### src/rtl/seven_seg_scanner.sv
// rtl/seven_seg_scanner.sv - eight-digit multiplexed seven-segment scanner with frame shadowing
module seven_seg_scanner #(
  parameter int REFRESH_DIV = 12500,
  parameter int DEAD_CYCLES = 16
) (
  input  logic        clk,
  input  logic        rst_n,
  input  logic [31:0] display_data,
  input  logic [7:0]  digit_en,
  input  logic [7:0]  dp_mask,
  output logic [7:0]  an,
  output logic [6:0]  seg,
  output logic        dp,
  output logic        frame_start
);

  localparam int            CW       = (REFRESH_DIV > 1) ? $clog2(REFRESH_DIV) : 1;
  localparam logic [CW-1:0] CNT_LAST = CW'(REFRESH_DIV - 1);
  localparam logic [CW-1:0] CNT_DEAD = CW'(DEAD_CYCLES);

  logic [CW-1:0] cnt;
  logic [2:0]    idx;
  logic [31:0]   shadow;
  logic          frame_load;
  logic [3:0]    glyph;
  logic [7:0]    an_next;
  logic [6:0]    seg_next;
  logic          dp_next;

  // Glyph code to active-low {g,f,e,d,c,b,a}; code F is a blank digit.
  function automatic logic [6:0] decode(input logic [3:0] code);
    case (code)
      4'h0:    decode = 7'b1000000;
      4'h1:    decode = 7'b1111001;
      4'h2:    decode = 7'b0100100;
      4'h3:    decode = 7'b0110000;
      4'h4:    decode = 7'b0011001;
      4'h5:    decode = 7'b0010010;
      4'h6:    decode = 7'b0000010;
      4'h7:    decode = 7'b1111000;
      4'h8:    decode = 7'b0000000;
      4'h9:    decode = 7'b0010000;
      4'hA:    decode = 7'b0001000;
      4'hB:    decode = 7'b0000011;
      4'hC:    decode = 7'b1000110;
      4'hD:    decode = 7'b0100001;
      4'hE:    decode = 7'b0000110;
      default: decode = 7'b1111111;
    endcase
  endfunction

  // A new frame is latched at the very first cycle of slot 0.
  assign frame_load = (cnt == '0) && (idx == 3'd0);
  assign glyph      = shadow[{idx, 2'b00} +: 4];

  // Next drive pattern: dark during the slot's dead time or for a disabled digit.
  always_comb begin
    an_next  = 8'hFF;
    seg_next = 7'h7F;
    dp_next  = 1'b1;
    if ((cnt >= CNT_DEAD) && digit_en[idx]) begin
      an_next  = ~(8'b1 << idx);
      seg_next = decode(glyph);
      dp_next  = ~dp_mask[idx];
    end
  end

  // Slot counter, digit index and frame shadow; shadow only moves on frame load.
  always_ff @(posedge clk) begin
    if (!rst_n) begin
      cnt    <= '0;
      idx    <= 3'd0;
      shadow <= 32'hFFFF_FFFF;
    end else begin
      if (frame_load) begin
        shadow <= display_data;
      end
      if (cnt == CNT_LAST) begin
        cnt <= '0;
        idx <= idx + 3'd1;
      end else begin
        cnt <= cnt + 1'b1;
      end
    end
  end

  // Registered pin drive and frame pulse; reset forces everything dark at once.
  always_ff @(posedge clk) begin
    if (!rst_n) begin
      an          <= 8'hFF;
      seg         <= 7'h7F;
      dp          <= 1'b1;
      frame_start <= 1'b0;
    end else begin
      an          <= an_next;
      seg         <= seg_next;
      dp          <= dp_next;
      frame_start <= frame_load;
    end
  end

endmodule

### config.mk
export PLATFORM = sky130hd
export DESIGN_NAME = seven_seg_scanner
export DESIGN_NICKNAME = d
export VERILOG_FILES = /design/src/rtl/seven_seg_scanner.sv
export SDC_FILE = /design/constraint.sdc
export NUM_CORES = 1
export LEC_CHECK = 0
export ABC_CLOCK_PERIOD_IN_PS = 5800
export BUFFER_PORTS_ARGS = -buffer_cell sky130_fd_sc_hd__clkbuf_2
export CORE_UTILIZATION = 50
export CTS_CLUSTER_SIZE = 8
export DETAILED_ROUTE_END_ITERATION = 8
export HOLD_SLACK_MARGIN = 0.02
export MAX_ROUTING_LAYER = met4
export PLACE_DENSITY = 0.73
export SLEW_MARGIN = 30
export SYNTH_ARGS = -nofsm -noshare
export SYNTH_HDL_FRONTEND = slang
export SYNTH_SLANG_ARGS = --single-unit
### constraint.sdc
create_clock -name clk -period 5.8 [get_ports clk]
set_clock_uncertainty 0.1 [all_clocks]
set_input_delay 0.29 -clock clk [delete_from_list [all_inputs] [get_ports clk]]
set_output_delay 0.29 -clock clk [all_outputs]
set_load 0.1 [all_outputs]
==> metrics.md, run 1 <==
| Metric | Value |
|---|---|
| Starting Density | 0.5312 |
| VDD IR max | 0.1405 mV |
| Post-Syn Nets | 404 |
| Clock Pin Slew Worst Setup and Hold Paths | 70 ps |
| Area growth syn-to-layout | 14.14% |
| Final Hold Viols | 0 |
| Area post-placement | 0.003526 mm^2 |
| Layout cells sized above 1 | 0.2872 |
| LEAKAGE | 1.492 nW |
| Post-route setup TNS | 0 ps |
| Reg-to-reg endpoint | seg[4] |
| Synth async-reset ratio | 0 |
| Post-synth top flop | dfxtp_1 |
| Global-route usage over all layers | 0.2298 |
| Synth area leaders | dfxtp_1 (41%), nand3_1 (12%), mux4_2 (7.0%), ha_1 (5.4%), o21ai_1 (4.5%) |
| Final ANT Viol Nets | 0 |
| Final min period | 2801 ps |
| Mapped cell area | 0.003238 mm^2 |
| FF+latch count, synth | 66 |
| CTS H-tree lvls | 3 |
| Drt pass-1 iters | 4 |
| Hold Path Origin | display_data[23] |
| Slew margin rel. | 0.4542 |
| Die area | 0.006802 mm^2 |
| DRC viols | 0 |
| Overall Power | 1.003 mW |
| WP data arrival | 2920 ps |
| RSZ-0062 raised after global routing | false |
| Initial antenna violation count | 0 |
| Crit path required time | 5920 ps |
| Final period util | 0.4830 |
| Setup ws final | 2999 ps |
| Worst Hold Depth | 3 |
| Post-synthesis cell type count | 42 |
| Outcome | finished clean |
| CP Launch Type | register |
| DIE HEIGHT | 82.48 um |
| Fin Hold WS | 74.23 ps |
| Hold endpoint | shadow[23] |
| Post-synthesis sequential area ratio | 0.4080 |
| Count of pins over their slew limit | 0 |
| Number of synthesized flops with an enable pin | 0 |
| Synth warn | 0 |
| Cell taking the most area after synthesis | dfxtp_1 |
| Final setup fails | 0 |
| Overflow after GRT | 0 |
| Most frequent cell after synthesis | nand3_1 |
| Die X | 82.48 um |
| DRT Wirelength | 6897 um |
| Fin nets | 456 |
| First-pass GRT wire length | 11390 um |
| Synth cell count leaders | nand3_1 (76), dfxtp_1 (66), o21ai_1 (29) |
| Post-CTS Hold Buffers | 0 |
| Setup Slack @ Placement | 2995 ps |
| Fmax | 0.3570 GHz |
| Least-Margin Pin Slew | 817.6 ps |
| # port buffers | 66 |
| CTS root buf | clkbuf_8 |
| Routed WL per cell | 14.61 um |
| Vias in the first global route | 2458 |
| Cell Rows | 28 |
| Design area | 0.003696 mm^2 |
| Fin util | 0.6063 |
| N_diodes | 0 |
| CTS tree | built |
| Synth Area per Inst | 9.524 um^2 |
| Critical Path Fanout Max | 18 |
| Cell Pwr Density | 271.5 mW/mm^2 |
| Placer Congestion | 0.8610 |
| # clock sinks | 66 |
| Pin count of the biggest net entering global routing | 37 |
| Total CTS buffers | 9 |
| Core Area | 0.006096 mm^2 |
| # Post-CTS Setup Buffers | 0 |
| Finished Layout Cells | 472 |
| Min-Delay Path Class | in2reg |
| Mapped Cells | 340 |
| Worst R2R Setup Slack | 3000 ps |
| Setup crit end kind | register |
| Cell Count Post-Placement | 456 |
| HPWL Detailed | 4794 um |
| Reg2reg path depth | 6 |
| Clk_lat worst skew | 350 ps |
| CTS Buffer Depth | 2 |
| Via count | 2713 |
| Vias per cell | 5.748 |
| # IOs | 67 |
| Post_cts resized | 0 |
| Reg-to-Reg Start | idx[1] |
| Yosys top cell area share | 0.4080 |
| Critical path class | reg2reg |
| MaxCap Viol Count | 0 |
| DRT iter0 DRCs | 90 |
| Crit path from | idx[1] |
per-layer routing:
layer | up-vias | wire, um | share of wire | GRT usage
met5 | - | 0 | 0 | -
met4 | 0 | 113 | 0.016 | 0.1105
li1 | 1344 | - | - | -
met2 | 72 | 3117 | 0.45 | 0.3397
met3 | 11 | 338 | 0.049 | 0.03956
met1 | 1286 | 3327 | 0.48 | 0.3035
sequential cells by signal, indices dropped and copies added, names as in the netlist:
name / count
dp: 1
seg: 7
shadow: 32
an: 8
frame_start: 1
idx: 3
cnt: 14
report_power, final:
group          total, mW  internal [mW]  switching [mW]
Sequential         0.504          0.486          0.0181
Combinational      0.162         0.0705          0.0917
Clock              0.337          0.163           0.174
Total               1.00          0.719           0.284
cell type report:
type | count | area [um^2]
inverters | 11 | 41.29
repair buffers | 69 | 352.8
clock buffers | 10 | 137.6
well taps | 75 | 93.84
clock inverters | 6 | 32.53
multi-input cells | 235 | 1717
fillers | 559 | 2400
flip-flops and latches | 66 | 1321
logic make-up after synthesis:
kind of cell	after synthesis	synth area share
mux	27	0.1267
flops	66	0.4080
xor+xnor	13	0.03516
simple gates	137	0.2291
buf+inv	39	0.06414
fa+ha+maj	14	0.05410
compound gates	44	0.08269
worst max path at each step:
stage | end | slack, ps | cells after the start
4_1_cts | seg[4] | 2980 | 6
3_3_place_gp | seg[4] | 3080 | 6
6_report | seg[4] | 3000 | 6
2_1_floorplan | seg[4] | 3150 | 8
5_1_grt | seg[4] | 2780 | 6
3_5_place_dp | seg[4] | 3000 | 6
cell usage in the layout (no fill, tap or decap), types with 2 or more instances in the layout:
cell       n
nand3_1   76
dfxtp_1   66
clkbuf_2  66
o21ai_1   29
nor2_1    19
nand2_1   14
ha_1      14
inv_1     11
mux4_2    10
clkbuf_8  10
mux2i_1    9
nand4_1    7
xor2_1     7
mux2_2     6
xnor2_1    6
clkinv_2   5
nor4_1     3
o21ai_0    3
buf_4      3
or4_4      2
nor4_4     2
nand2b_1   2
and3_1     2
nor4_2     2
mux2i_2    2
nor3_2     2
o221ai_1   2
a32oi_1    2
worst max-delay path, cell delays in order (launching register included):
cell and delay, ps:
dfxtp_1 860, mux4_2 420, mux2i_1 340, inv_1 170
ha_1 290, a2111oi_2 340, a32oi_1 150
Note: power is estimated with default switching activity, not from simulation.
==> run 2, diff against run 1 <==
--- a/config.mk
+++ b/config.mk
@@ -5,14 +5,14 @@
 export SDC_FILE = /design/constraint.sdc
 export NUM_CORES = 1
 export LEC_CHECK = 0
-export ABC_CLOCK_PERIOD_IN_PS = 5800
+export ABC_CLOCK_PERIOD_IN_PS = 2300
 export BUFFER_PORTS_ARGS = -buffer_cell sky130_fd_sc_hd__clkbuf_2
-export CORE_UTILIZATION = 50
+export CORE_UTILIZATION = 49
 export CTS_CLUSTER_SIZE = 8
 export DETAILED_ROUTE_END_ITERATION = 8
 export HOLD_SLACK_MARGIN = 0.02
 export MAX_ROUTING_LAYER = met4
-export PLACE_DENSITY = 0.73
+export PLACE_DENSITY = 0.74
 export SLEW_MARGIN = 30
 export SYNTH_ARGS = -nofsm -noshare
 export SYNTH_HDL_FRONTEND = slang
==> constraint.sdc (replaced) <==
create_clock -name clk -period 2.3 [get_ports clk]
set_clock_uncertainty 0.1 [all_clocks]
set_input_delay 0.115 -clock clk [delete_from_list [all_inputs] [get_ports clk]]
set_output_delay 0.115 -clock clk [all_outputs]
set_load 0.1 [all_outputs]
==> run 2 against run 1 <==
Via count increased by 4.6%. Global-route usage grew 1.0 points. Non-clock buffer count up 51. Largest cell class unchanged. Critical endpoint is now shadow[7]. Sequential share of layout area down 4.8 points. Routed wire length up 11%.
==> metrics.md, run 2 (synthesized netlist as in run 1, its figures left out) <==
| Metric | Value |
|---|---|
| Power share of the combinational group | 0.182 (+0.020) |
| Hold endpoint | dp |
| Placer Congestion | 0.8779 (+2.0%) |
| Critical path class | reg2reg |
| Outcome | finished clean |
| Die X | 83.29 um (+0.99%) |
| Reg-to-reg endpoint | shadow[7] |
| Cell Count Post-Placement | 473 (+3.7%) |
| Final min period | 2206 ps (-595.5 ps) |
| Count of pins over their slew limit | 0 (unchanged) |
| Starting Density | 0.5100 (-0.02125) |
| Hold Path Origin | dp_mask[3] |
| Crit path from | cnt[11] |
| Overflow after GRT | 0 (unchanged) |
| CTS root buf | clkbuf_8 |
| LEAKAGE | 1.751 nW (+17%) |
| First-pass GRT wire length | 12860 um (+13%) |
| VDD IR max | 0.5467 mV (+290%) |
| CP top delay family | simple AND/OR/NAND/NOR gates |
| Seq pwr share | 0.460 (-0.043) |
| Worst R2R Setup Slack | 90 ps (-2900 ps) |
| CP max-delay cell | or4_4 |
| HPWL Detailed | 5169 um (+7.8%) |
| Initial antenna violation count | 0 (unchanged) |
| Pin count of the biggest net entering global routing | 37 (unchanged) |
| Setup Slack @ Placement | 12.08 ps (-2983 ps) |
| Setup ws final | 94.26 ps (-2904 ps) |
| Via count | 2838 (+4.6%) |
| Vias in the first global route | 2762 (+12%) |
| Fmax | 0.4534 GHz (+27%) |
| Fillers | 499 (-11%) |
| Cell Pwr Density | 648.3 mW/mm^2 (+140%) |
| Regs by FF count | shadow x32, cnt x14, an x8 |
| Die area | 0.006937 mm^2 (+2.0%) |
| Commonest non-fill, non-tap cell in the layout | nand3_1 |
| Critical Path Fanout Max | 33 (+15) |
| Finished Layout Cells | 524 (+11%) |
| DRT Wirelength | 7626 um (+11%) |
| WP buf/inv | 0 (-1) |
| Slew margin rel. | 0.6407 (+0.1865) |
| CTS Buffer Depth | 2 (unchanged) |
| Crit-path max cell delay | 680 ps (-180 ps) |
| Area of the multi-input gates | 0.001753 mm^2 (+2.1%) |
| Internal power | 2.051 mW (+190%) |
| Final setup fails | 0 (unchanged) |
| WP data arrival | 2320 ps (-600 ps) |
| CTS H-tree lvls | 3 (unchanged) |
| Final Hold Viols | 0 (unchanged) |
| Area growth syn-to-layout | 32.19% |
| Fin nets | 507 (+11%) |
| Sw Share | 0.2607 (-0.02243) |
| Core Area | 0.006350 mm^2 (+4.2%) |
| # IOs | 67 (unchanged) |
| Switch Pwr | 0.7234 mW (+150%) |
| RSZ-0062 raised after global routing | false |
| Least-Margin Pin Slew | 541.2 ps (-276.4 ps) |
| N_diodes | 0 (unchanged) |
| Final ANT Viol Nets | 0 (unchanged) |
| Commonest cells after routing, fill and taps aside | nand3_1 (76), clkbuf_2 (66), dfxtp_1 (64) |
| Final period util | 0.9590 (+0.4760) |
| # port buffers | 66 (unchanged) |
| Worst Hold Depth | 5 (+2) |
| Crit path cell chain | or4_4 > or4_4 > o21ai_1 > nand3_1 |
| Max reg flops | 32 (unchanged) |
| Reg2reg path depth | 4 (-2) |
| Routed WL per cell | 14.55 um (-0.40%) |
| Setup crit end kind | register |
| CTS tree | built |
| # clock sinks | 66 (unchanged) |
| Most flop-heavy register | shadow |
| Vias per cell | 5.416 (-5.8%) |
| DIE HEIGHT | 83.29 um (+0.99%) |
| Global-route usage over all layers | 0.2400 (+0.01024) |
| Total CTS buffers | 9 (unchanged) |
| Cell Rows | 29 (+3.6%) |
| Crit path required time | 2410 ps (-3510 ps) |
| CP Launch Type | register |
| DRC viols | 0 (unchanged) |
| Clk_lat worst skew | 350 ps (about the same) |
| Post-route setup TNS | 0 ps (unchanged) |
| Clock Pin Slew Worst Setup and Hold Paths | 70 ps (about the same) |
| Reg-to-Reg Start | cnt[11] |
| FF/Latch Area | 0.001326 mm^2 (+0.38%) |
| CP most frequent cell | or4_4 |
| Layout cells sized above 1 | 0.2998 (+0.01262) |
| Min-Delay Path Class | in2reg |
| Clock power frac | 0.358 (+0.022) |
| MaxCap Viol Count | 0 (unchanged) |
| Drt pass-1 iters | 4 (unchanged) |
| DRT iter0 DRCs | 156 (+73%) |
run 2: timing repair:
item	4_1_cts	5_1_grt
hold buffers	33	0
gates resized for setup	1	3
setup buffers	0	3
endpoints found under the hold margin	35	0
setup endpoints to repair	1	16
run 2: worst max-delay path by stage:
stage                           end  slack [ps]  depth (start not counted)
after floorplan              seg[4]           2                          8
after global placement       seg[4]          60                          5
after detailed placement     seg[4]          10                          5
after CTS                    seg[4]          70                          5
after global routing         seg[3]          30                          7
final                     shadow[7]          90                          4
run 2: stage by stage:
stage / hold WS (ps) / power, mW / util / area (um^2)
2_1_floorplan: 162.8 / 1.602 / - / 3291
3_3_place_gp: 252.4 / 1.740 / 0.5852 / 3716
3_5_place_dp: 256.1 / 1.756 / 0.5852 / 3716
4_1_cts: 147.3 / 2.789 / 0.6698 / 4253
5_1_grt: 174.9 / 2.898 / 0.6741 / 4280
6_report: 160.5 / 2.775 / 0.6741 / 4280
run 2: layer usage:
| metal | up-vias | part of all wire | track usage |
|---|---|---|---|
| li1 | 1434 | - | - |
| met4 | 0 | 0.018 | 0.09404 |
| met3 | 14 | 0.041 | 0.05666 |
| met5 | - | 0 | - |
| met2 | 71 | 0.50 | 0.3912 |
| met1 | 1319 | 0.44 | 0.2874 |
run 2: power groups by stage:
stage	clock [mW]	sequential [mW]	combinational (mW)
2_1_floorplan	0	1.29	0.311
3_3_place_gp	0	1.30	0.440
3_5_place_dp	0	1.30	0.455
4_1_cts	1.01	1.27	0.501
5_1_grt	1.06	1.28	0.557
6_report	0.993	1.28	0.506
run 2: area by class of cell:
type / instances / share of cell area
clock buffers: 13 / 0.03946
clock inverters: 2 / 0.008185
inverters: 11 / 0.009646
multi-input cells: 235 / 0.4095
flip-flops and latches: 66 / 0.3099
well taps: 77 / 0.02251
repair buffers: 120 / 0.2008
run 2: worst register-to-register path: stages (launching register included):
cell and delay, ps:
dfxtp_1 340, or4_4 590, or4_4 690, o21ai_1 240
nand3_1 110
==> run 3, diff against run 2 <==
--- a/config.mk
+++ b/config.mk
@@ -7,12 +7,12 @@
 export LEC_CHECK = 0
 export ABC_CLOCK_PERIOD_IN_PS = 2300
 export BUFFER_PORTS_ARGS = -buffer_cell sky130_fd_sc_hd__clkbuf_2
-export CORE_UTILIZATION = 49
+export CORE_UTILIZATION = 40
 export CTS_CLUSTER_SIZE = 8
 export DETAILED_ROUTE_END_ITERATION = 8
 export HOLD_SLACK_MARGIN = 0.02
 export MAX_ROUTING_LAYER = met4
-export PLACE_DENSITY = 0.74
+export PLACE_DENSITY = 0.63
 export SLEW_MARGIN = 30
 export SYNTH_ARGS = -nofsm -noshare
 export SYNTH_HDL_FRONTEND = slang
==> run 3 against run 2 <==
Cell count grew 5.0%. Worst hold slack got worse by 4.0 ps. Register-to-register slack about the same. Critical path type unchanged. Largest cell class unchanged. Highest routed layer unchanged.
==> metrics.md, run 3 (synthesized netlist as in run 1, its figures left out) <==
| Metric | Value |
|---|---|
| Fmax | 0.4516 GHz (-0.40%) |
| DRT Wirelength | 7898 um (+3.6%) |
| Via count | 2867 (+1.0%) |
| Total CTS buffers | 9 (unchanged) |
| LEAKAGE | 1.745 nW (-0.33%) |
| Outcome | finished clean |
| Clock Pin Slew Worst Setup and Hold Paths | 70 ps (about the same) |
| Final period util | 0.9628 (+0.003831) |
| Cell Pwr Density | 628.4 mW/mm^2 (-3.1%) |
| WP data arrival | 2330 ps (about the same) |
| Worst R2R Setup Slack | 90 ps (about the same) |
| First-pass GRT wire length | 12860 um (unchanged) |
| Layout cells sized above 1 | 0.3013 (+0.001563) |
| Internal power | 1.975 mW (-3.7%) |
| Power share of the combinational group | 0.187 (+0.005) |
| Final min period | 2215 ps (+8.812 ps) |
| Reg2reg path depth | 7 (+3) |
| CTS tree | built |
| Starting Density | 0.4169 (-0.09307) |
| # port buffers | 66 (unchanged) |
| # clock sinks | 66 (unchanged) |
| CTS H-tree lvls | 3 (unchanged) |
| Area post-placement | 0.003750 mm^2 (+0.91%) |
| Count of pins over their slew limit | 0 (unchanged) |
| Vias in the first global route | 2751 (-0.40%) |
| Crit path required time | 2420 ps (about the same) |
| Core Area | 0.007767 mm^2 (+22%) |
| Least-Margin Pin Slew | 544.1 ps (+2.933 ps) |
| Fin nets | 508 (+0.20%) |
| Crit path from | idx[0] |
| Final setup fails | 0 (unchanged) |
| Setup crit end kind | register |
| Commonest non-fill, non-tap cell in the layout | nand3_1 |
| CP Launch Type | register |
| Die area | 0.008459 mm^2 (+22%) |
| N_diodes | 0 (unchanged) |
| Final Hold Viols | 0 (unchanged) |
| Sw Share | 0.2697 (+0.009032) |
| Pin count of the biggest net entering global routing | 34 (-8.1%) |
| Placer Congestion | 0.9104 (+3.7%) |
| Min-Delay Path Class | in2reg |
| Seq pwr share | 0.472 (+0.012) |
| Max reg flops | 32 (unchanged) |
| Design area | 0.004303 mm^2 (+0.53%) |
| Overflow after GRT | 0 (unchanged) |
| Switch Pwr | 0.7293 mW (+0.82%) |
| # IOs | 67 (unchanged) |
| Critical path class | reg2reg |
| Reg-to-Reg Start | idx[0] |
| Area growth syn-to-layout | 32.88% |
| Drt pass-1 iters | 4 (unchanged) |
| CTS root buf | clkbuf_8 |
| Critical Path End | seg[4] |
| Cell Rows | 32 (+10%) |
| Die X | 91.98 um (+10%) |
| CTS Buffer Depth | 2 (unchanged) |
| Routed WL per cell | 14.36 um (-1.3%) |
| Regs by FF count | shadow x32, cnt x14, an x8 |
| Commonest cells after routing, fill and taps aside | nand3_1 (76), clkbuf_2 (66), dfxtp_1 (64) |
| DRT iter0 DRCs | 162 (+3.8%) |
| HPWL Detailed | 5409 um (+4.6%) |
| Most flop-heavy register | shadow |
| Post-route setup TNS | 0 ps (unchanged) |
| Final ANT Viol Nets | 0 (unchanged) |
| DIE HEIGHT | 91.98 um (+10%) |
| MaxCap Viol Count | 0 (unchanged) |
| Initial antenna violation count | 0 (unchanged) |
| Clock power frac | 0.341 (-0.017) |
| Critical Path Fanout Max | 6 (-82%) |
| Slew margin rel. | 0.6388 (-0.001947) |
| Vias per cell | 5.213 (-3.8%) |
| Reg-to-reg endpoint | seg[4] |
| VDD IR max | 0.2084 mV (-62%) |
| DRC viols | 0 (unchanged) |
| Clk_lat worst skew | 340 ps (about the same) |
| Global-route usage over all layers | 0.2005 (-0.03948) |
run 3: cell types whose count changed in the layout (fill, tap and decap cells not counted), sizes merged:
cell / change
buf: +1
bufinv: -1
clkbuf: +1
clkinv: -1
clkinvlp: +1
run 3: power by group through the flow:
| stage | clock network, mW | logic, mW | registers (mW) |
|---|---|---|---|
| after CTS | 0.937 | 0.499 | 1.27 |
| after floorplan | 0 | 0.311 | 1.29 |
| after global placement | 0 | 0.446 | 1.30 |
| after detailed placement | 0 | 0.455 | 1.30 |
| final | 0.922 | 0.505 | 1.28 |
| after global routing | 0.988 | 0.557 | 1.28 |
run 3: layout make-up:
class | instances | area (um^2)
flip-flops and latches | 66 | 1326
fillers | 703 | 3465
multi-input cells | 235 | 1759
well taps | 102 | 127.6
repair buffers | 121 | 858.3
clock buffers | 14 | 182.7
inverters | 11 | 41.29
clock inverters | 1 | 7.507
run 3: critical path: stages, from the launching register on:
cell and delay (ps):
dfxtp_4 400, buf_4 120, mux4_2 510, mux2i_4 170, inv_2 90, ha_4 180
a2111oi_4 370, a32oi_1 140
run 3: stage by stage:
| step | worst slack, ps | power (mW) | instances | hold slack, ps | util |
|---|---|---|---|---|---|
| after floorplan | 1.519 | 1.602 | 340 | 162.8 | - |
| after global placement | 55.62 | 1.750 | 500 | 255.0 | 0.4828 |
| after detailed placement | -59.18 | 1.755 | 500 | 254.4 | 0.4828 |
| after CTS | 43.20 | 2.711 | 548 | 146.4 | 0.5506 |
| after global routing | -2.157 | 2.829 | 550 | 171.0 | 0.5540 |
| final | 85.45 | 2.704 | 550 | 156.5 | 0.5540 |
run 3: how the worst min path moves through the flow:
stage,startpoint,end,slack (ps),depth (start not counted)
2_1_floorplan,display_data[0],shadow[0],160,2
3_3_place_gp,display_data[14],shadow[14],250,3
3_5_place_dp,display_data[11],shadow[11],250,3
4_1_cts,dp_mask[6],dp,150,5
5_1_grt,dp_mask[3],dp,170,5
6_report,dp_mask[7],dp,160,5
run 3: what timing repair did:
item / 4_1_cts / 5_1_grt
hold buffers: 33 / 0
gates cloned: 0 / 0
hold endpoints to repair: 33 / 0
resized for setup: 2 / 4
setup buffers: 0 / 2
endpoints found under the setup margin: 3 / 26
run 3: metal layers:
| layer | routed length [um] | GRT usage | vias up |
|---|---|---|---|
| li1 | - | - | 1442 |
| met1 | 3581 | 0.2460 | 1318 |
| met2 | 3715 | 0.3041 | 89 |
| met3 | 367 | 0.03897 | 18 |
| met4 | 233 | 0.1237 | 0 |
| met5 | 0 | - | - |
